<file path="config.mk">
export PLATFORM = sky130hd
export DESIGN_NAME = ball_control
export DESIGN_NICKNAME = d
export VERILOG_FILES = /design/src/rtl/ball_control.sv
export SDC_FILE = /design/constraint.sdc
export NUM_CORES = 1
export LEC_CHECK = 0
export BUFFER_PORTS_ARGS = -buffer_cell sky130_fd_sc_hd__buf_2
export CAP_MARGIN = 10
export CORE_MARGIN = 3
export CORE_UTILIZATION = 61
export CTS_CLUSTER_DIAMETER = 60
export DETAILED_ROUTE_END_ITERATION = 12
export PLACE_DENSITY = 0.87
export REMOVE_ABC_BUFFERS = 1
export SYNTH_ARGS = -nofsm -noshare
export SYNTH_HDL_FRONTEND = slang
export SYNTH_SLANG_ARGS = --single-unit
</file>
<file path="constraint.sdc">
create_clock -name clk -period 3.5 [get_ports clk]
set_input_delay 0 -clock clk [delete_from_list [all_inputs] [get_ports clk]]
set_output_delay 0 -clock clk [all_outputs]
set_load 0.03 [all_outputs]
</file>
<file path="src/rtl/ball_control.sv">
// Ball motion for the breakout game: position/velocity registers, wall, paddle
// and brick bounces, serve, life loss and game-over sequencing.
module ball_control #(
  parameter logic [8:0] X_MIN       = 9'd8,
  parameter logic [8:0] X_MAX       = 9'd310,
  parameter logic [7:0] Y_MIN       = 8'd8,
  parameter logic [7:0] Y_LOST      = 8'd236,
  parameter logic [8:0] SERVE_X     = 9'd160,
  parameter logic [7:0] SERVE_Y     = 8'd200,
  parameter logic [1:0] LIVES       = 2'd3,
  parameter logic [5:0] LOST_FRAMES = 6'd60
) (
  input  logic       clk,
  input  logic       reset,
  input  logic       tick,
  input  logic       launch,
  input  logic [2:0] paddle_hit,
  input  logic       brick_hit,
  output logic [8:0] ball_x,
  output logic [7:0] ball_y,
  output logic       draw,
  output logic       ball_lost,
  output logic [1:0] lives,
  output logic       game_over,
  output logic [1:0] state
);

  typedef enum logic [1:0] {
    S_IDLE = 2'd0,
    S_MOVE = 2'd1,
    S_LOST = 2'd2,
    S_OVER = 2'd3
  } state_t;

  state_t            state_q, state_d;
  logic signed [2:0] dx_q, dx_d;
  logic signed [1:0] dy_q, dy_d;
  logic [5:0]        cnt_q, cnt_d;
  logic [8:0]        x_d;
  logic [7:0]        y_d;
  logic              draw_d, lost_d;
  logic [1:0]        lives_d;

  // 10-bit signed candidates so edge comparisons never see wrap-around.
  logic signed [9:0] nx, ny, ny_flip;
  assign nx      = $signed({1'b0, ball_x}) + $signed({{7{dx_q[2]}}, dx_q});
  assign ny      = $signed({2'b0, ball_y}) + $signed({{8{dy_q[1]}}, dy_q});
  assign ny_flip = $signed({2'b0, ball_y}) - $signed({{8{dy_q[1]}}, dy_q});

  assign state     = state_q;
  assign game_over = (state_q == S_OVER);

  always_ff @(posedge clk) begin
    if (reset) begin
      state_q   <= S_IDLE;
      ball_x    <= SERVE_X;
      ball_y    <= SERVE_Y;
      dx_q      <= 3'sd1;
      dy_q      <= -2'sd1;
      cnt_q     <= 6'd0;
      lives     <= LIVES;
      draw      <= 1'b1;
      ball_lost <= 1'b0;
    end else begin
      state_q   <= state_d;
      ball_x    <= x_d;
      ball_y    <= y_d;
      dx_q      <= dx_d;
      dy_q      <= dy_d;
      cnt_q     <= cnt_d;
      lives     <= lives_d;
      draw      <= draw_d;
      ball_lost <= lost_d;
    end
  end

  always_comb begin
    state_d = state_q;
    x_d     = ball_x;
    y_d     = ball_y;
    dx_d    = dx_q;
    dy_d    = dy_q;
    cnt_d   = cnt_q;
    lives_d = lives;
    draw_d  = 1'b0;
    lost_d  = 1'b0;
    case (state_q)
      S_IDLE: if (launch) state_d = S_MOVE;
      S_MOVE: if (tick) begin
        draw_d = 1'b1;
        if (nx <= $signed({1'b0, X_MIN})) begin
          x_d  = X_MIN;
          dx_d = -dx_q;
        end else if (nx >= $signed({1'b0, X_MAX})) begin
          x_d  = X_MAX;
          dx_d = -dx_q;
        end else begin
          x_d = nx[8:0];
        end
        // A paddle hit while rising is ignored so the ball cannot bounce twice.
        if (paddle_hit != 3'd0 && dy_q == 2'sd1) begin
          dy_d = -2'sd1;
          y_d  = ball_y - 8'd1;
          case (paddle_hit)
            3'd1:    dx_d = -3'sd2;
            3'd2:    dx_d = -3'sd1;
            3'd3:    dx_d = dx_q[2] ? -3'sd1 : 3'sd1;
            3'd4:    dx_d = 3'sd1;
            3'd5:    dx_d = 3'sd2;
            default: ;
          endcase
        end else if (brick_hit) begin
          dy_d = -dy_q;
          y_d  = ny_flip[7:0];
        end else if (ny <= $signed({2'b0, Y_MIN})) begin
          y_d  = Y_MIN;
          dy_d = 2'sd1;
        end else if (ny >= $signed({2'b0, Y_LOST})) begin
          y_d     = ny[7:0];
          state_d = S_LOST;
          lost_d  = 1'b1;
          cnt_d   = 6'd0;
          lives_d = (lives != 2'd0) ? lives - 2'd1 : 2'd0;
        end else begin
          y_d = ny[7:0];
        end
      end
      S_LOST: if (tick) begin
        if (cnt_q == LOST_FRAMES - 6'd1) begin
          cnt_d = 6'd0;
          if (lives == 2'd0) begin
            state_d = S_OVER;
          end else begin
            state_d = S_IDLE;
            x_d     = SERVE_X;
            y_d     = SERVE_Y;
            dx_d    = 3'sd1;
            dy_d    = -2'sd1;
            draw_d  = 1'b1;
          end
        end else begin
          cnt_d = cnt_q + 6'd1;
        end
      end
      S_OVER:  ;
      default: state_d = S_IDLE;
    endcase
  end

endmodule
</file>
# Word level (Yosys, flattened, before mapping)
# Cells that the tools add are included.
# totals
regBits	34
memories	0
ramBits	0
inputBits	8
romBits	0
latchBits	0
# op_classes
n_shift	0
n_mul	0
reduce_logical	13
div	0
order_cmp	4
n_eq_ne	20
n_mux	58
n_addsub	8
n_bitwise	5
# ops
op	count
8-bit 2-to-1 mux	7
9-bit 2-to-1 mux	6
6-bit 2-to-1 mux	7
2-bit 2-to-1 mux	17
3-bit 2-to-1 mux	8
10-bit by 5-bit less-or-equal comparator with 1-bit output, second input constant	2
2-bit != test, second input constant	9
9-bit case mux with 2 select lines	1
8-bit case mux with 2 select lines	1
3-bit case mux with 5 select lines	1
6-bit case mux with 2 select lines	1
6-bit AND reduction	2
10-bit by 3-bit adder with 10-bit output	1
9-bit by 2-bit adder with 10-bit output	1
10-bit greater-or-equal comparator, second input constant	1
10-bit by 9-bit greater-or-equal comparator with 1-bit output, second input constant	1
9-bit AND reduction	1
8-bit by 1-bit subtractor with 8-bit output, second input constant	1
8-bit by 2-bit subtractor with 8-bit output	1
7-bit AND reduction	1
6-bit by 1-bit adder with 6-bit output, second input constant	1
2-bit == test, second input constant	3
3-bit by 2-bit == test with 1-bit output, second input constant	2
3-bit == test, second input constant	2
other kinds (19)	30

# Logic depth before layout (Yosys ltp)
# Gate-level depths: netlist of the first run.
# logic_depth
depth_word	8
mapped_depth	12
ltp_nobuf	11

# Worst setup path after synthesis of the first run
# Ideal clock, no wire load.
# synth_timing
kind	reg2reg
from	reg dy_q[1]
to	reg ball_y[0]
slack_ns	0.412
synth_period_minus_slack_ns	3.088
arrival_time_ns	2.954
setup_time_ns	0.134
stages_incl_launch_ff	11
n_path_buf	1
path_cell_list	dfxtp_1 > inv_1 > ha_1 > buf_4 > or3_4 > o211a_1 > xnor2_1 > nand3_2 > or2_1 > a221oi_2 > a211oi_1
# synth_via
elab_chain_cells	7
# synth_rtl
element	line	source
start, declared	37	logic signed [1:0] dy_q, dy_d;
start signal, assigned	59	dy_q <= -2'sd1;
start signal, assigned	69	dy_q <= dy_d;
9-bit by 2-bit adder with 10-bit output	47	assign ny = $signed({2'b0, ball_y}) + $signed({{8{dy_q[1]}}, dy_q});
10-bit by 5-bit less-or-equal comparator with 1-bit output	115	end else if (ny <= $signed({2'b0, Y_MIN})) begin
8-bit 2-to-1 mux	115	
8-bit 2-to-1 mux	112	end else if (brick_hit) begin
8-bit 2-to-1 mux *	101	if (paddle_hit != 3'd0 && dy_q == 2'sd1) begin
8-bit 2-to-1 mux *	89	S_MOVE: if (tick) begin
8-bit case mux with 2 select lines *	87	case (state_q)
end signal, assigned	67	ball_y <= y_d;
end, declared	20	output logic [7:0] ball_y,
# Every way passes the cells marked *; elsewhere a longest branch is shown, timed or not. The select of a mux whose other input is x is not followed.
# A chain may end at the register's enable or synchronous reset.

# Worst setup path after layout of the first run
# layout_timing
from	reg dy_q[1]
to	reg cnt_q[3]
# layout_via
elab_chain_cells	4
# layout_rtl
element	line	source
9-bit by 2-bit adder with 10-bit output / 2-bit == test (equally long branches)	47, 101	
10-bit by 9-bit greater-or-equal comparator with 1-bit output, or another cell as far along	118	end else if (ny >= $signed({2'b0, Y_LOST})) begin
2-bit != test (no source line)	n/a	
7-bit AND reduction (no source line) *	n/a	
end signal, assigned	70	cnt_q <= cnt_d;
end, declared	38	logic [5:0] cnt_q, cnt_d;
# Every way passes the cells marked *; elsewhere a longest branch is shown, timed or not.

==> results of run 1 <==
## flip-flops by register name, summed over array words and instances (netlist names)
name,flops
ball_x,9
ball_y,8
cnt_q,6
dx_q,3
dy_q,2
lives,2
state,2
ball_lost,1
draw,1
## layer usage
layer  GRT usage (%)  vias to the layer above  share of wire (%)
li1                -                     1699                  -
met1            37.1                     1661                 44
met2            50.0                      135                 49
met3            5.32                       17                6.1
met4            7.94                        0                1.7
met5               0                        -                  0
## cell usage after synthesis, types with 3 or more instances
cell type | count | area share (%)
sky130_fd_sc_hd__o41ai_1 | 3 | 0.76
sky130_fd_sc_hd__nor2_1 | 30 | 3.3
sky130_fd_sc_hd__a31oi_1 | 4 | 0.72
sky130_fd_sc_hd__or3_1 | 4 | 0.72
sky130_fd_sc_hd__inv_1 | 27 | 2.9
sky130_fd_sc_hd__nand3b_1 | 5 | 1.1
sky130_fd_sc_hd__nand2b_1 | 11 | 2.0
sky130_fd_sc_hd__o211ai_1 | 5 | 1.1
sky130_fd_sc_hd__nor3b_1 | 5 | 1.1
sky130_fd_sc_hd__xor2_1 | 5 | 1.3
sky130_fd_sc_hd__o21bai_1 | 3 | 0.65
sky130_fd_sc_hd__fa_1 | 3 | 1.7
sky130_fd_sc_hd__a21boi_0 | 3 | 0.65
sky130_fd_sc_hd__or2_1 | 3 | 0.54
sky130_fd_sc_hd__o21a_1 | 5 | 1.1
sky130_fd_sc_hd__o31ai_1 | 12 | 2.6
sky130_fd_sc_hd__o211a_1 | 3 | 0.87
sky130_fd_sc_hd__dfxtp_1 | 34 | 20
sky130_fd_sc_hd__ha_1 | 34 | 12
sky130_fd_sc_hd__xnor2_1 | 8 | 2.0
sky130_fd_sc_hd__a21o_1 | 8 | 1.7
sky130_fd_sc_hd__nor2b_1 | 9 | 1.6
sky130_fd_sc_hd__mux2i_1 | 8 | 2.3
sky130_fd_sc_hd__o21ai_0 | 29 | 4.2
sky130_fd_sc_hd__nand3_1 | 15 | 2.2
sky130_fd_sc_hd__clkbuf_1 | 12 | 1.3
sky130_fd_sc_hd__nand2_1 | 40 | 4.3
sky130_fd_sc_hd__a21oi_1 | 31 | 4.5
sky130_fd_sc_hd__nor3_1 | 14 | 2.0
sky130_fd_sc_hd__a221oi_1 | 3 | 0.76
sky130_fd_sc_hd__a211oi_1 | 5 | 1.1
## how the worst max path moves through the flow
stage / slack [ps] / end / start
2_1_floorplan: 330 / cnt_q[2]$_SDFFE_PP0P_ / dy_q[1]$_SDFFE_PP1P_
3_3_place_gp: 410 / ball_y[4]$_SDFFE_PP0P_ / dy_q[1]$_SDFFE_PP1P_
3_5_place_dp: 350 / cnt_q[3]$_SDFFE_PP0P_ / dy_q[1]$_SDFFE_PP1P_
4_1_cts: 330 / cnt_q[3]$_SDFFE_PP0P_ / dy_q[1]$_SDFFE_PP1P_
5_1_grt: 50 / ball_x[3]$_SDFFE_PP0P_ / dx_q[2]$_SDFFE_PP0P_
6_report: 300 / cnt_q[3]$_SDFFE_PP0P_ / dy_q[1]$_SDFFE_PP1P_
## per-stage QoR
stage / hold slack [ps] / power [mW] / utilization, % / area, um^2 / cells
6_report: 78.7 / 3.40 / 70.8 / 3750 / 540
4_1_cts: 66.6 / 3.33 / 70.8 / 3750 / 540
2_1_floorplan: 69.1 / 2.42 / - / 3370 / 425
5_1_grt: 95.8 / 3.64 / 70.8 / 3750 / 540
3_5_place_dp: 365 / 3.01 / 69.1 / 3660 / 532
3_3_place_gp: 368 / 2.97 / 69.1 / 3660 / 532
## cell usage in the layout (no fill, tap or decap), types with 4 or more instances in the layout
cell / instances
sky130_fd_sc_hd__nand3b_1: 5
sky130_fd_sc_hd__nand2b_1: 11
sky130_fd_sc_hd__nand3_1: 15
sky130_fd_sc_hd__nand2_1: 40
sky130_fd_sc_hd__buf_2: 31
sky130_fd_sc_hd__a21oi_1: 31
sky130_fd_sc_hd__or3_1: 4
sky130_fd_sc_hd__mux2i_1: 8
sky130_fd_sc_hd__o21a_1: 5
sky130_fd_sc_hd__a31oi_1: 4
sky130_fd_sc_hd__ha_1: 34
sky130_fd_sc_hd__a211oi_1: 5
sky130_fd_sc_hd__buf_4: 6
sky130_fd_sc_hd__nor2_1: 30
sky130_fd_sc_hd__clkbuf_8: 5
sky130_fd_sc_hd__xor2_1: 5
sky130_fd_sc_hd__inv_1: 27
sky130_fd_sc_hd__o21ai_0: 29
sky130_fd_sc_hd__dfxtp_1: 34
sky130_fd_sc_hd__xnor2_1: 8
sky130_fd_sc_hd__nor3_1: 14
sky130_fd_sc_hd__o211ai_1: 5
sky130_fd_sc_hd__a21o_1: 8
sky130_fd_sc_hd__o31ai_1: 12
sky130_fd_sc_hd__nor3b_1: 5
sky130_fd_sc_hd__nor2b_1: 9
## power by group
group          switching (mW)  leakage, nW  internal (mW)
Clock                   0.162       0.0441          0.140
Combinational            1.60         1.29          0.941
Sequential             0.0997        0.276          0.457
Total                    1.87         1.61           1.54
## cell families (layout without fill, tap and decap cells)
| family | count (synthesis) | count (layout) |
|---|---|---|
| muxes | 8 | 8 |
| DFF | 34 | 34 |
| and+or+nand+nor | 157 | 157 |
| AOI/OAI and AO/OA | 148 | 148 |
| buffers and inverters | 45 | 73 |
| adders and majority gates | 37 | 37 |
| xor gates and xnor gates | 13 | 13 |
## area by class of cell
cell class | count | area [um^2]
timing repair buffer | 37 | 200
multi-input combinational | 363 | 2590
clock inverter | 3 | 21.3
fill | 431 | 1550
clock buffer | 5 | 68.8
inverter | 28 | 105
tap | 70 | 87.6
sequential | 34 | 681
==> flow_results.xml, run 1 <==
<?xml version="1.0" encoding="UTF-8"?>
<metrics>
  <group name="outcome">
    <metric name="run_status" unit="">finished, final reports clean</metric>
  </group>
  <group name="global_route">
    <metric name="grt_pass1_wl" unit="um">15400</metric>
    <metric name="globalRouteTotalUtil" unit="%">29.2</metric>
    <metric name="grt_antenna_before_repair" unit="">0</metric>
    <metric name="global_route.overflow_total" unit="">0</metric>
    <metric name="via_count_of_the_first_global_routing_pass" unit="">3304</metric>
    <metric name="maximum_number_of_pins_on_one_net_before_global_route_repair" unit="">21</metric>
  </group>
  <group name="die">
    <metric name="start_util" unit="%">65.2</metric>
    <metric name="chipWidth" unit="um">81.3</metric>
    <metric name="pin_count" unit="">32</metric>
    <metric name="coreArea" unit="um^2">5300</metric>
    <metric name="rows" unit="">26</metric>
    <metric name="fp.dieH" unit="um">81.3</metric>
    <metric name="die_area" unit="um^2">6610</metric>
  </group>
  <group name="final_layout">
    <metric name="area_growth" unit="%">8.50</metric>
    <metric name="drive_above_1_share" unit="%">13.2</metric>
    <metric name="numnets_final" unit="">514</metric>
    <metric name="n_antenna_cell" unit="">0</metric>
  </group>
  <group name="critical_path">
    <metric name="minimum_setup_slack_among_reg_to_reg_paths" unit="ps">300</metric>
    <metric name="critical_path_required" unit="ps">3730</metric>
    <metric name="setup.worst_path.start_class" unit="">register</metric>
    <metric name="timing.critical_path.cells" unit="">inv_1, ha_1, or3_4, o211a_1, xnor2_1, nor4b_4, o2111ai_2, nand3b_1, mux2i_1</metric>
    <metric name="criticalPathCategory" unit="">register to register</metric>
    <metric name="reg2reg_to" unit="">cnt_q[3]$_SDFFE_PP0P_</metric>
    <metric name="worstReg2RegStart" unit="">dy_q[1]$_SDFFE_PP1P_</metric>
    <metric name="critical_path.max_stage_delay" unit="ps">460</metric>
    <metric name="cp_data_arrival_time" unit="ps">3420</metric>
    <metric name="timing.critical_path.buf_inv" unit="">1</metric>
    <metric name="maximum_fanout_encountered_on_the_critical_timing_path" unit="">12</metric>
    <metric name="worst_path_dominant_cell_family" unit="">simple AND/OR/NAND/NOR gates</metric>
    <metric name="depth_of_the_most_critical_reg_to_reg_path" unit="">9</metric>
    <metric name="timing.critical_path.to_type" unit="">register</metric>
    <metric name="crit_path_top_delay_cell" unit="">sky130_fd_sc_hd__ha_1</metric>
    <metric name="critical_path_cell_count" unit="">9</metric>
  </group>
  <group name="sta">
    <metric name="setup-violations-final" unit="">0</metric>
    <metric name="fin_setup_tns" unit="ps">0</metric>
    <metric name="skew" unit="ps">9.50</metric>
    <metric name="layout_setup_ws" unit="ps">302</metric>
    <metric name="worst_pin_slew" unit="ps">772</metric>
    <metric name="achievable-frequency" unit="MHz">313</metric>
    <metric name="finalHoldViolations" unit="">0</metric>
    <metric name="final_min_period_over_clock_period" unit="%">91.4</metric>
    <metric name="time_the_worst_path_needs_with_i_o_delays_and_setup" unit="ps">3200</metric>
    <metric name="relSlewSlack" unit="%">48.4</metric>
    <metric name="drv_slew" unit="">0</metric>
    <metric name="rsz0062_at_grt" unit="">no</metric>
  </group>
  <group name="synthesis">
    <metric name="post_synth_and_or_nand_nor_area_fraction" unit="%">24.4</metric>
    <metric name="post_synth.cell_area_avg" unit="um^2">7.82</metric>
    <metric name="synthArstFlopShare" unit="%">0</metric>
    <metric name="muxShareOfSynthArea" unit="%">2.32</metric>
    <metric name="synth.yosys.seq_area_share" unit="%">19.7</metric>
    <metric name="synth_xor_xnor_area_share" unit="%">3.29</metric>
    <metric name="synth-compound-area-share" unit="%">30.8</metric>
    <metric name="synthesis.yosys.warnings" unit="">0</metric>
    <metric name="syn-instance-count" unit="">442</metric>
    <metric name="synth_enable_flop_cells" unit="">0</metric>
    <metric name="syn_area" unit="um^2">3460</metric>
    <metric name="dominant_combinational_cell_family_by_area_after_synthesis" unit="">compound AO/OA/AOI/OAI gates</metric>
    <metric name="ys_dominant_reg_cell" unit="">sky130_fd_sc_hd__dfxtp_1</metric>
    <metric name="postSynthRegisterBits" unit="">34</metric>
    <metric name="number_of_library_cell_types_mapped_by_synthesis" unit="">78</metric>
    <metric name="synth_adder_area_share" unit="%">14.0</metric>
  </group>
  <group name="drt">
    <metric name="postRouteAntennaNets" unit="">0</metric>
    <metric name="drt_first_pass_iters" unit="">7</metric>
    <metric name="drc" unit="">0</metric>
    <metric name="route.vias.total" unit="">3512</metric>
    <metric name="routed_wl" unit="um">9250</metric>
    <metric name="detail_route.vias_per_cell" unit="">6.50</metric>
    <metric name="wl_per_cell" unit="um">17.1</metric>
    <metric name="initialDrtViolationCount" unit="">272</metric>
  </group>
  <group name="hold_path">
    <metric name="hold_path_class" unit="">input port to register</metric>
    <metric name="holdPathStages" unit="">2</metric>
    <metric name="worst_min_path_start" unit="">tick</metric>
    <metric name="hold_end" unit="">draw$_SDFF_PP1_</metric>
  </group>
  <group name="power">
    <metric name="vdd_drop_max" unit="mV">0.420</metric>
    <metric name="p_per_area" unit="nW/um^2">907</metric>
    <metric name="p_leak" unit="nW">1.61</metric>
  </group>
  <group name="cts">
    <metric name="cts.repair_timing.setup_buffer_count" unit="">0</metric>
    <metric name="tritoncts_clock_tree" unit="">yes</metric>
    <metric name="cts.sinks" unit="">34</metric>
    <metric name="clock-root-buffer" unit="">sky130_fd_sc_hd__clkbuf_8</metric>
    <metric name="ctsHoldBuffers" unit="">0</metric>
    <metric name="cts-buffers-inserted" unit="">5</metric>
    <metric name="cts_max_path_buffers" unit="">2</metric>
    <metric name="clk_pin_slew_worst_paths" unit="ps">80</metric>
    <metric name="cts_resized" unit="">0</metric>
    <metric name="cts-htree-levels" unit="">2</metric>
    <metric name="clk_latency" unit="ps">300</metric>
  </group>
  <group name="run">
    <metric name="maxCapViolCount" unit="">0</metric>
  </group>
  <group name="placement">
    <metric name="preCtsSetupSlack" unit="ps">346</metric>
    <metric name="place.port_buffers" unit="">31</metric>
    <metric name="gpl.final_weighted_congestion" unit="">1.01</metric>
    <metric name="dp_hpwl" unit="um">6990</metric>
  </group>
</metrics>
Power figures use the tool's default switching activity.
==> run 2: changes to the inputs <==
--- a/config.mk
+++ b/config.mk
@@ -5,6 +5,7 @@
 export SDC_FILE = /design/constraint.sdc
 export NUM_CORES = 1
 export LEC_CHECK = 0
+export ABC_AREA = 1
 export BUFFER_PORTS_ARGS = -buffer_cell sky130_fd_sc_hd__buf_2
 export CAP_MARGIN = 10
 export CORE_MARGIN = 3
==> run 2 against run 1 <==
Sequential power grew 14%. Non-clock buffer count decreased by 5. Highest routed layer unchanged. Critical path depth up 8. Area after synthesis rose by 1.4%. Maximum frequency rose by 18%. Utilization grew 0.46 points. Die area increased by 1.3%. Via count up 9.9%. Largest power group unchanged. Wire length up 0.68%. Sequential cell count unchanged. Global-route usage decreased by 0.17 points.
==> flow_results.xml, run 2 <==
<?xml version="1.0" encoding="UTF-8"?>
<metrics>
  <group name="die">
    <metric name="coreArea" unit="um^2">5340</metric>
    <metric name="chipWidth" unit="um">81.8</metric>
    <metric name="start_util" unit="%">65.8</metric>
    <metric name="pin_count" unit="">32</metric>
    <metric name="rows" unit="">26</metric>
    <metric name="fp.dieH" unit="um">81.8</metric>
    <metric name="die_area" unit="um^2">6700</metric>
  </group>
  <group name="cts">
    <metric name="cts.sinks" unit="">34</metric>
    <metric name="clk_latency" unit="ps">290</metric>
    <metric name="cts-htree-levels" unit="">2</metric>
    <metric name="ctsHoldBuffers" unit="">0</metric>
    <metric name="cts.repair_timing.setup_buffer_count" unit="">0</metric>
    <metric name="clock-root-buffer" unit="">sky130_fd_sc_hd__clkbuf_8</metric>
    <metric name="cts_max_path_buffers" unit="">2</metric>
    <metric name="tritoncts_clock_tree" unit="">yes</metric>
    <metric name="cts-buffers-inserted" unit="">5</metric>
    <metric name="clk_pin_slew_worst_paths" unit="ps">80</metric>
    <metric name="cts_resized" unit="">0</metric>
  </group>
  <group name="final_layout">
    <metric name="fillerInstances" unit="">468</metric>
    <metric name="finished_core_util" unit="%">71.2</metric>
    <metric name="numnets_final" unit="">639</metric>
    <metric name="registers.top_by_ff_count" unit="">ball_x</metric>
    <metric name="area_growth" unit="%">8.31</metric>
    <metric name="largest_reg_flops" unit="">9</metric>
    <metric name="largest_registers" unit="">ball_x: 9 flops, ball_y: 8 flops, cnt_q: 6 flops</metric>
    <metric name="seqCellArea" unit="um^2">681</metric>
    <metric name="layout.cells.most_common" unit="">sky130_fd_sc_hd__nand2_1</metric>
    <metric name="n_antenna_cell" unit="">0</metric>
    <metric name="most-common-layout-cells" unit="">149 x sky130_fd_sc_hd__nand2_1, 67 x sky130_fd_sc_hd__inv_1, 57 x sky130_fd_sc_hd__nor2_1, 47 x sky130_fd_sc_hd__a21oi_1, 42 x sky130_fd_sc_hd__nand3_1</metric>
    <metric name="total_area_of_multi_input_combinational_cells" unit="um^2">2480</metric>
    <metric name="drive_above_1_share" unit="%">12.4</metric>
  </group>
  <group name="sta">
    <metric name="relSlewSlack" unit="%">65.0</metric>
    <metric name="time_the_worst_path_needs_with_i_o_delays_and_setup" unit="ps">2710</metric>
    <metric name="hold_slack" unit="ps">112</metric>
    <metric name="setup-violations-final" unit="">0</metric>
    <metric name="layout_setup_ws" unit="ps">790</metric>
    <metric name="skew" unit="ps">6.68</metric>
    <metric name="final_min_period_over_clock_period" unit="%">77.4</metric>
    <metric name="fin_setup_tns" unit="ps">0</metric>
    <metric name="worst_pin_slew" unit="ps">518</metric>
    <metric name="drv_slew" unit="">0</metric>
    <metric name="rsz0062_at_grt" unit="">no</metric>
    <metric name="finalHoldViolations" unit="">0</metric>
    <metric name="achievable-frequency" unit="MHz">369</metric>
  </group>
  <group name="critical_path">
    <metric name="depth_of_the_most_critical_reg_to_reg_path" unit="">17</metric>
    <metric name="critical_path_required" unit="ps">3680</metric>
    <metric name="minimum_setup_slack_among_reg_to_reg_paths" unit="ps">790</metric>
    <metric name="worstReg2RegStart" unit="">dy_q[1]$_SDFFE_PP1P_</metric>
    <metric name="criticalPathCategory" unit="">register to register</metric>
    <metric name="setup.worst_path.start_class" unit="">register</metric>
    <metric name="cp_data_arrival_time" unit="ps">2890</metric>
    <metric name="maximum_fanout_encountered_on_the_critical_timing_path" unit="">11</metric>
    <metric name="timing.critical_path.to_type" unit="">register</metric>
    <metric name="reg2reg_to" unit="">dy_q[1]$_SDFFE_PP1P_</metric>
  </group>
  <group name="hold_path">
    <metric name="holdPathStages" unit="">5</metric>
    <metric name="worst_min_path_start" unit="">tick</metric>
    <metric name="hold_end" unit="">ball_lost$_SDFF_PP0_</metric>
    <metric name="hold_path_class" unit="">input port to register</metric>
  </group>
  <group name="synthesis">
    <metric name="synthDominantAreaCellType" unit="">sky130_fd_sc_hd__dfxtp_1</metric>
    <metric name="synthTopCellsByArea" unit="">sky130_fd_sc_hd__dfxtp_1 19%, sky130_fd_sc_hd__nand2_1 16%, sky130_fd_sc_hd__ha_1 12%, sky130_fd_sc_hd__inv_1 7.2%, sky130_fd_sc_hd__a21oi_1 6.7%</metric>
    <metric name="synthArstFlopShare" unit="%">0</metric>
    <metric name="synth.yosys.seq_area_share" unit="%">19.4</metric>
    <metric name="postSynthRegisterBits" unit="">34</metric>
    <metric name="syn_area" unit="um^2">3510</metric>
    <metric name="number_of_library_cell_types_mapped_by_synthesis" unit="">44</metric>
    <metric name="ys_dominant_reg_cell" unit="">sky130_fd_sc_hd__dfxtp_1</metric>
    <metric name="synth_top_area_share" unit="%">19.4</metric>
    <metric name="syn-instance-count" unit="">565</metric>
    <metric name="yosys-top-cells-count" unit="">149 x sky130_fd_sc_hd__nand2_1, 67 x sky130_fd_sc_hd__inv_1, 57 x sky130_fd_sc_hd__nor2_1</metric>
    <metric name="post_synth.cell_area_avg" unit="um^2">6.21</metric>
    <metric name="synthesis.yosys.warnings" unit="">0</metric>
    <metric name="synth_enable_flop_cells" unit="">0</metric>
    <metric name="post-synth-top-count-cell" unit="">sky130_fd_sc_hd__nand2_1</metric>
  </group>
  <group name="global_route">
    <metric name="global_route.overflow_total" unit="">0</metric>
    <metric name="grt_pass1_wl" unit="um">15400</metric>
    <metric name="grt_antenna_before_repair" unit="">0</metric>
    <metric name="via_count_of_the_first_global_routing_pass" unit="">3580</metric>
    <metric name="maximum_number_of_pins_on_one_net_before_global_route_repair" unit="">26</metric>
    <metric name="globalRouteTotalUtil" unit="%">29.0</metric>
  </group>
  <group name="placement">
    <metric name="gpl.final_weighted_congestion" unit="">0.994</metric>
    <metric name="preCtsSetupSlack" unit="ps">850</metric>
    <metric name="place.port_buffers" unit="">31</metric>
    <metric name="dp_hpwl" unit="um">7170</metric>
  </group>
  <group name="drt">
    <metric name="route.vias.total" unit="">3858</metric>
    <metric name="initialDrtViolationCount" unit="">204</metric>
    <metric name="postRouteAntennaNets" unit="">0</metric>
    <metric name="routed_wl" unit="um">9310</metric>
    <metric name="drt_first_pass_iters" unit="">5</metric>
    <metric name="detail_route.vias_per_cell" unit="">5.80</metric>
    <metric name="drc" unit="">0</metric>
    <metric name="wl_per_cell" unit="um">14.0</metric>
  </group>
  <group name="run">
    <metric name="maxCapViolCount" unit="">0</metric>
  </group>
  <group name="power">
    <metric name="vdd_drop_max" unit="mV">0.662</metric>
    <metric name="p_leak" unit="nW">1.91</metric>
    <metric name="p_per_area" unit="nW/um^2">1050</metric>
    <metric name="total_power" unit="mW">3.99</metric>
  </group>
  <group name="outcome">
    <metric name="run_status" unit="">finished, final reports clean</metric>
  </group>
</metrics>
-- run 2: worst max-delay path by stage --
stage,start,to,slack [ps],cells after the start
after floorplan,dy_q[1]$_SDFFE_PP1P_,lives[0]$_SDFFE_PP1P_,910,17
after global placement,dy_q[1]$_SDFFE_PP1P_,ball_y[2]$_SDFFE_PP0P_,900,15
after detailed placement,dy_q[1]$_SDFFE_PP1P_,state[1]$_SDFFE_PP0P_,850,13
after CTS,dy_q[1]$_SDFFE_PP1P_,dy_q[1]$_SDFFE_PP1P_,810,17
after global routing,dy_q[1]$_SDFFE_PP1P_,state[1]$_SDFFE_PP0P_,540,13
final,dy_q[1]$_SDFFE_PP1P_,dy_q[1]$_SDFFE_PP1P_,790,17
-- run 2: logic make-up (layout without fill, tap and decap cells) --
| logic type | count (synthesis) | count (layout) | synth area share (%) |
|---|---|---|---|
| AO/OA/AOI/OAI | 97 | 97 | 16.7 |
| XOR/XNOR | 10 | 10 | 2.50 |
| adder cells (fa/ha/maj) | 37 | 37 | 13.8 |
| buffers and inverters | 87 | 117 | 9.84 |
| flip-flops | 34 | 34 | 19.4 |
| AND/OR/NAND/NOR | 300 | 300 | 37.8 |
-- run 2: worst max-delay path, cell delays in order, from the launching register on --
cell                      delay, ps
sky130_fd_sc_hd__dfxtp_1        340
sky130_fd_sc_hd__inv_1          210
sky130_fd_sc_hd__ha_1           560
sky130_fd_sc_hd__inv_2          120
sky130_fd_sc_hd__a21oi_4        150
sky130_fd_sc_hd__nand2_2         80
sky130_fd_sc_hd__nand2_1         90
sky130_fd_sc_hd__nand2_1         60
sky130_fd_sc_hd__nand2_1         70
sky130_fd_sc_hd__nand2_2         80
sky130_fd_sc_hd__nor2_4         100
sky130_fd_sc_hd__nand3_2         80
sky130_fd_sc_hd__o21ai_4        240
sky130_fd_sc_hd__nor2_1         100
sky130_fd_sc_hd__inv_1          100
sky130_fd_sc_hd__nand2_1         80
sky130_fd_sc_hd__nand2_1         70
sky130_fd_sc_hd__nand3_1         60
-- run 2: through the flow --
stage | area, um^2 | cells
3_3_place_gp | 3700 | 657
5_1_grt | 3800 | 665
4_1_cts | 3800 | 665
3_5_place_dp | 3700 | 657
6_report | 3800 | 665
2_1_floorplan | 3450 | 555
-- run 2: cell type report --
class	count	area share, %
sequential	34	17.9
clock inverter	2	0.329
inverter	77	7.67
tap	70	2.30
multi-input combinational	444	65.3
timing repair buffer	32	4.28
clock buffer	6	2.17
-- run 2: power by group --
group	switching, mW	internal, mW
logic	2.03	1.01
clock network	0.159	0.158
registers	0.146	0.489
-- run 2: layer usage --
metal | GRT usage, % | vias up | routed length [um]
li1 | - | 1917 | -
met4 | 12.5 | 0 | 299
met5 | 0 | - | 0
met2 | 52.8 | 155 | 4590
met3 | 3.73 | 29 | 546
met1 | 33.6 | 1757 | 3880
==> run 3: changes to the inputs <==
==> constraint.sdc (replaced) <==
create_clock -name clk -period 2.6 [get_ports clk]
set_input_delay 0 -clock clk [delete_from_list [all_inputs] [get_ports clk]]
set_output_delay 0 -clock clk [all_outputs]
set_load 0.03 [all_outputs]
==> run 3 against run 2 <==
Die area did not move. Combinational power up 52%. First-iteration DRC count is 20% higher. Sequential share of layout area down 0.89 points. Register-to-register slack got worse by 660 ps. Wire length up 9.9%. Power rose by 48%. Global-route usage grew 1.8 points. Via count up 4.0%. Critical path type unchanged. Critical endpoint is now state[1]$_SDFFE_PP0P_. Largest power group unchanged.
==> flow_results.xml, run 3 (same netlist as run 2, synthesis figures left out) <==
<?xml version="1.0" encoding="UTF-8"?>
<metrics>
  <group name="sta">
    <metric name="finalHoldViolations" unit="">0</metric>
    <metric name="achievable-frequency" unit="MHz">405</metric>
    <metric name="layout_setup_ws" unit="ps">129</metric>
    <metric name="drv_slew" unit="">0</metric>
    <metric name="rsz0062_at_grt" unit="">yes</metric>
    <metric name="skew" unit="ps">6.45</metric>
    <metric name="relSlewSlack" unit="%">56.4</metric>
    <metric name="worst_pin_slew" unit="ps">648</metric>
    <metric name="time_the_worst_path_needs_with_i_o_delays_and_setup" unit="ps">2470</metric>
    <metric name="final_min_period_over_clock_period" unit="%">95.0</metric>
    <metric name="setup-violations-final" unit="">0</metric>
    <metric name="fin_setup_tns" unit="ps">0</metric>
  </group>
  <group name="die">
    <metric name="start_util" unit="%">65.8</metric>
    <metric name="coreArea" unit="um^2">5340</metric>
    <metric name="die_area" unit="um^2">6700</metric>
    <metric name="rows" unit="">26</metric>
    <metric name="fp.dieH" unit="um">81.8</metric>
    <metric name="pin_count" unit="">32</metric>
    <metric name="chipWidth" unit="um">81.8</metric>
  </group>
  <group name="hold_path">
    <metric name="holdPathStages" unit="">5</metric>
    <metric name="hold_end" unit="">ball_lost$_SDFF_PP0_</metric>
    <metric name="hold_path_class" unit="">input port to register</metric>
    <metric name="worst_min_path_start" unit="">tick</metric>
  </group>
  <group name="critical_path">
    <metric name="minimum_setup_slack_among_reg_to_reg_paths" unit="ps">130</metric>
    <metric name="setup.worst_path.start_class" unit="">register</metric>
    <metric name="cp_data_arrival_time" unit="ps">2700</metric>
    <metric name="criticalPathCategory" unit="">register to register</metric>
    <metric name="timing.critical_path.to_type" unit="">register</metric>
    <metric name="reg2reg_to" unit="">state[1]$_SDFFE_PP0P_</metric>
    <metric name="maximum_fanout_encountered_on_the_critical_timing_path" unit="">8</metric>
    <metric name="depth_of_the_most_critical_reg_to_reg_path" unit="">16</metric>
    <metric name="worstReg2RegStart" unit="">dy_q[0]$_SDFFE_PP1P_</metric>
    <metric name="critical_path_required" unit="ps">2830</metric>
  </group>
  <group name="global_route">
    <metric name="global_route.overflow_total" unit="">0</metric>
    <metric name="globalRouteTotalUtil" unit="%">30.8</metric>
    <metric name="grt_pass1_wl" unit="um">16300</metric>
    <metric name="via_count_of_the_first_global_routing_pass" unit="">3736</metric>
    <metric name="maximum_number_of_pins_on_one_net_before_global_route_repair" unit="">26</metric>
    <metric name="grt_antenna_before_repair" unit="">0</metric>
  </group>
  <group name="power">
    <metric name="power.share.sequential" unit="%">14.0</metric>
    <metric name="power.combinational.fraction" unit="%">78.6</metric>
    <metric name="p_per_area" unit="nW/um^2">1450</metric>
    <metric name="p_leak" unit="nW">2.00</metric>
    <metric name="clock_share_of_power" unit="%">7.4</metric>
    <metric name="power.switching_fraction" unit="%">57.4</metric>
    <metric name="internal-power" unit="mW">2.51</metric>
    <metric name="vdd_drop_max" unit="mV">0.967</metric>
    <metric name="power.switching" unit="mW">3.38</metric>
  </group>
  <group name="placement">
    <metric name="dp_hpwl" unit="um">7610</metric>
    <metric name="placed_cells_incl_taps" unit="">670</metric>
    <metric name="preCtsSetupSlack" unit="ps">-91.9</metric>
    <metric name="gpl.final_weighted_congestion" unit="">1.00</metric>
    <metric name="placed_instance_area" unit="um^2">3800</metric>
    <metric name="place.port_buffers" unit="">31</metric>
  </group>
  <group name="final_layout">
    <metric name="registers.top_by_ff_count" unit="">ball_x</metric>
    <metric name="finished_core_util" unit="%">76.1</metric>
    <metric name="fillerInstances" unit="">422</metric>
    <metric name="area_growth" unit="%">15.7</metric>
    <metric name="most-common-layout-cells" unit="">145 x sky130_fd_sc_hd__nand2_1, 65 x sky130_fd_sc_hd__inv_1, 53 x sky130_fd_sc_hd__nor2_1, 44 x sky130_fd_sc_hd__a21oi_1, 41 x sky130_fd_sc_hd__nand3_1</metric>
    <metric name="stdcell_count" unit="">681</metric>
    <metric name="layout.cells.most_common" unit="">sky130_fd_sc_hd__nand2_1</metric>
    <metric name="largest_reg_flops" unit="">9</metric>
    <metric name="numnets_final" unit="">655</metric>
    <metric name="finish.instance_area" unit="um^2">4060</metric>
    <metric name="n_antenna_cell" unit="">0</metric>
    <metric name="drive_above_1_share" unit="%">19.0</metric>
    <metric name="largest_registers" unit="">ball_x: 9 flops, ball_y: 8 flops, cnt_q: 6 flops</metric>
  </group>
  <group name="drt">
    <metric name="drc" unit="">0</metric>
    <metric name="drt_first_pass_iters" unit="">7</metric>
    <metric name="routed_wl" unit="um">10200</metric>
    <metric name="postRouteAntennaNets" unit="">0</metric>
    <metric name="wl_per_cell" unit="um">15.0</metric>
    <metric name="initialDrtViolationCount" unit="">245</metric>
    <metric name="detail_route.vias_per_cell" unit="">5.89</metric>
    <metric name="route.vias.total" unit="">4014</metric>
  </group>
  <group name="cts">
    <metric name="clock-root-buffer" unit="">sky130_fd_sc_hd__clkbuf_8</metric>
    <metric name="clk_latency" unit="ps">290</metric>
    <metric name="cts.sinks" unit="">34</metric>
    <metric name="clk_pin_slew_worst_paths" unit="ps">80</metric>
    <metric name="cts-buffers-inserted" unit="">5</metric>
    <metric name="ctsHoldBuffers" unit="">0</metric>
    <metric name="tritoncts_clock_tree" unit="">yes</metric>
    <metric name="cts-htree-levels" unit="">2</metric>
    <metric name="cts_max_path_buffers" unit="">2</metric>
  </group>
  <group name="outcome">
    <metric name="run_status" unit="">finished, final reports clean</metric>
  </group>
  <group name="run">
    <metric name="maxCapViolCount" unit="">0</metric>
  </group>
</metrics>
[run 3: cell types whose count changed in the layout (fill, tap and decap cells not counted), sizes merged]
cell / previous run / this run
buf: 32 / 48
[run 3: power groups by stage]
| stage | clock network (mW) | logic (mW) | registers (mW) |
|---|---|---|---|
| 2_1_floorplan | 0 | 2.95 | 1.05 |
| 3_3_place_gp | 0 | 4.14 | 0.813 |
| 3_5_place_dp | 0 | 4.25 | 0.818 |
| 4_1_cts | 0.431 | 4.28 | 0.810 |
| 5_1_grt | 0.458 | 5.10 | 0.844 |
| 6_report | 0.435 | 4.63 | 0.825 |
[run 3: final cells by class]
cell class                      instances  area (um^2)  area share [%]
Multi-Input combinational cell        444         2610            64.3
Sequential cell                        34          691            17.0
Timing Repair Buffer                   48          283            6.97
Clock inverter                          2         12.5           0.308
Inverter                               77          294            7.25
Tap cell                               70         87.6            2.16
Clock buffer                            6         82.6            2.04
[run 3: worst max-delay path, cell delays in order (launching register included)]
cell                      delay (ps)
sky130_fd_sc_hd__dfxtp_4         380
sky130_fd_sc_hd__ha_4            140
sky130_fd_sc_hd__inv_1            70
sky130_fd_sc_hd__fa_2            440
sky130_fd_sc_hd__inv_2            80
sky130_fd_sc_hd__nand3_2          90
sky130_fd_sc_hd__nand2_2          90
sky130_fd_sc_hd__nand2_1          70
sky130_fd_sc_hd__nand2_1          90
sky130_fd_sc_hd__nand2_2          80
sky130_fd_sc_hd__nor2_4           90
sky130_fd_sc_hd__nand3_2          90
sky130_fd_sc_hd__o21ai_4         250
sky130_fd_sc_hd__nand2_2         120
sky130_fd_sc_hd__nand3_4         120
sky130_fd_sc_hd__nand2_2          70
sky130_fd_sc_hd__a21oi_2         130
[run 3: how the worst max path moves through the flow]
stage,start,to,slack [ps]
final,dy_q[0]$_SDFFE_PP1P_,state[1]$_SDFFE_PP0P_,130
after global routing,dy_q[0]$_SDFFE_PP1P_,cnt_q[1]$_SDFFE_PP0P_,-50
after CTS,ball_y[0]$_SDFFE_PP0P_,state[1]$_SDFFE_PP0P_,5
after detailed placement,ball_y[0]$_SDFFE_PP0P_,state[1]$_SDFFE_PP0P_,-90
after global placement,ball_y[0]$_SDFFE_PP0P_,dy_q[1]$_SDFFE_PP1P_,-50
after floorplan,dy_q[1]$_SDFFE_PP1P_,lives[0]$_SDFFE_PP1P_,8
[run 3: through the flow]
step	total power, mW	hold slack (ps)
after floorplan	4.00	69.1
after global placement	4.95	408
after detailed placement	5.07	410
after CTS	5.53	105
after global routing	6.40	147
final	5.89	121
[run 3: layer usage]
| metal | global-route usage, % | wire, um | share of wire (%) |
|---|---|---|---|
| met5 | 0 | 0 | 0 |
| met2 | 56.2 | 5070 | 50 |
| met4 | 14.0 | 405 | 4.0 |
| met3 | 3.51 | 741 | 7.2 |
| met1 | 35.5 | 4010 | 39 |
[run 3: what timing repair did]
action                                  in CTS  in global routing
gates cloned                                 0                  0
gates resized for setup                      5                 31
pin swaps                                    1                  9
endpoints found under the setup margin      19                 28
buffers inserted                             0                  3
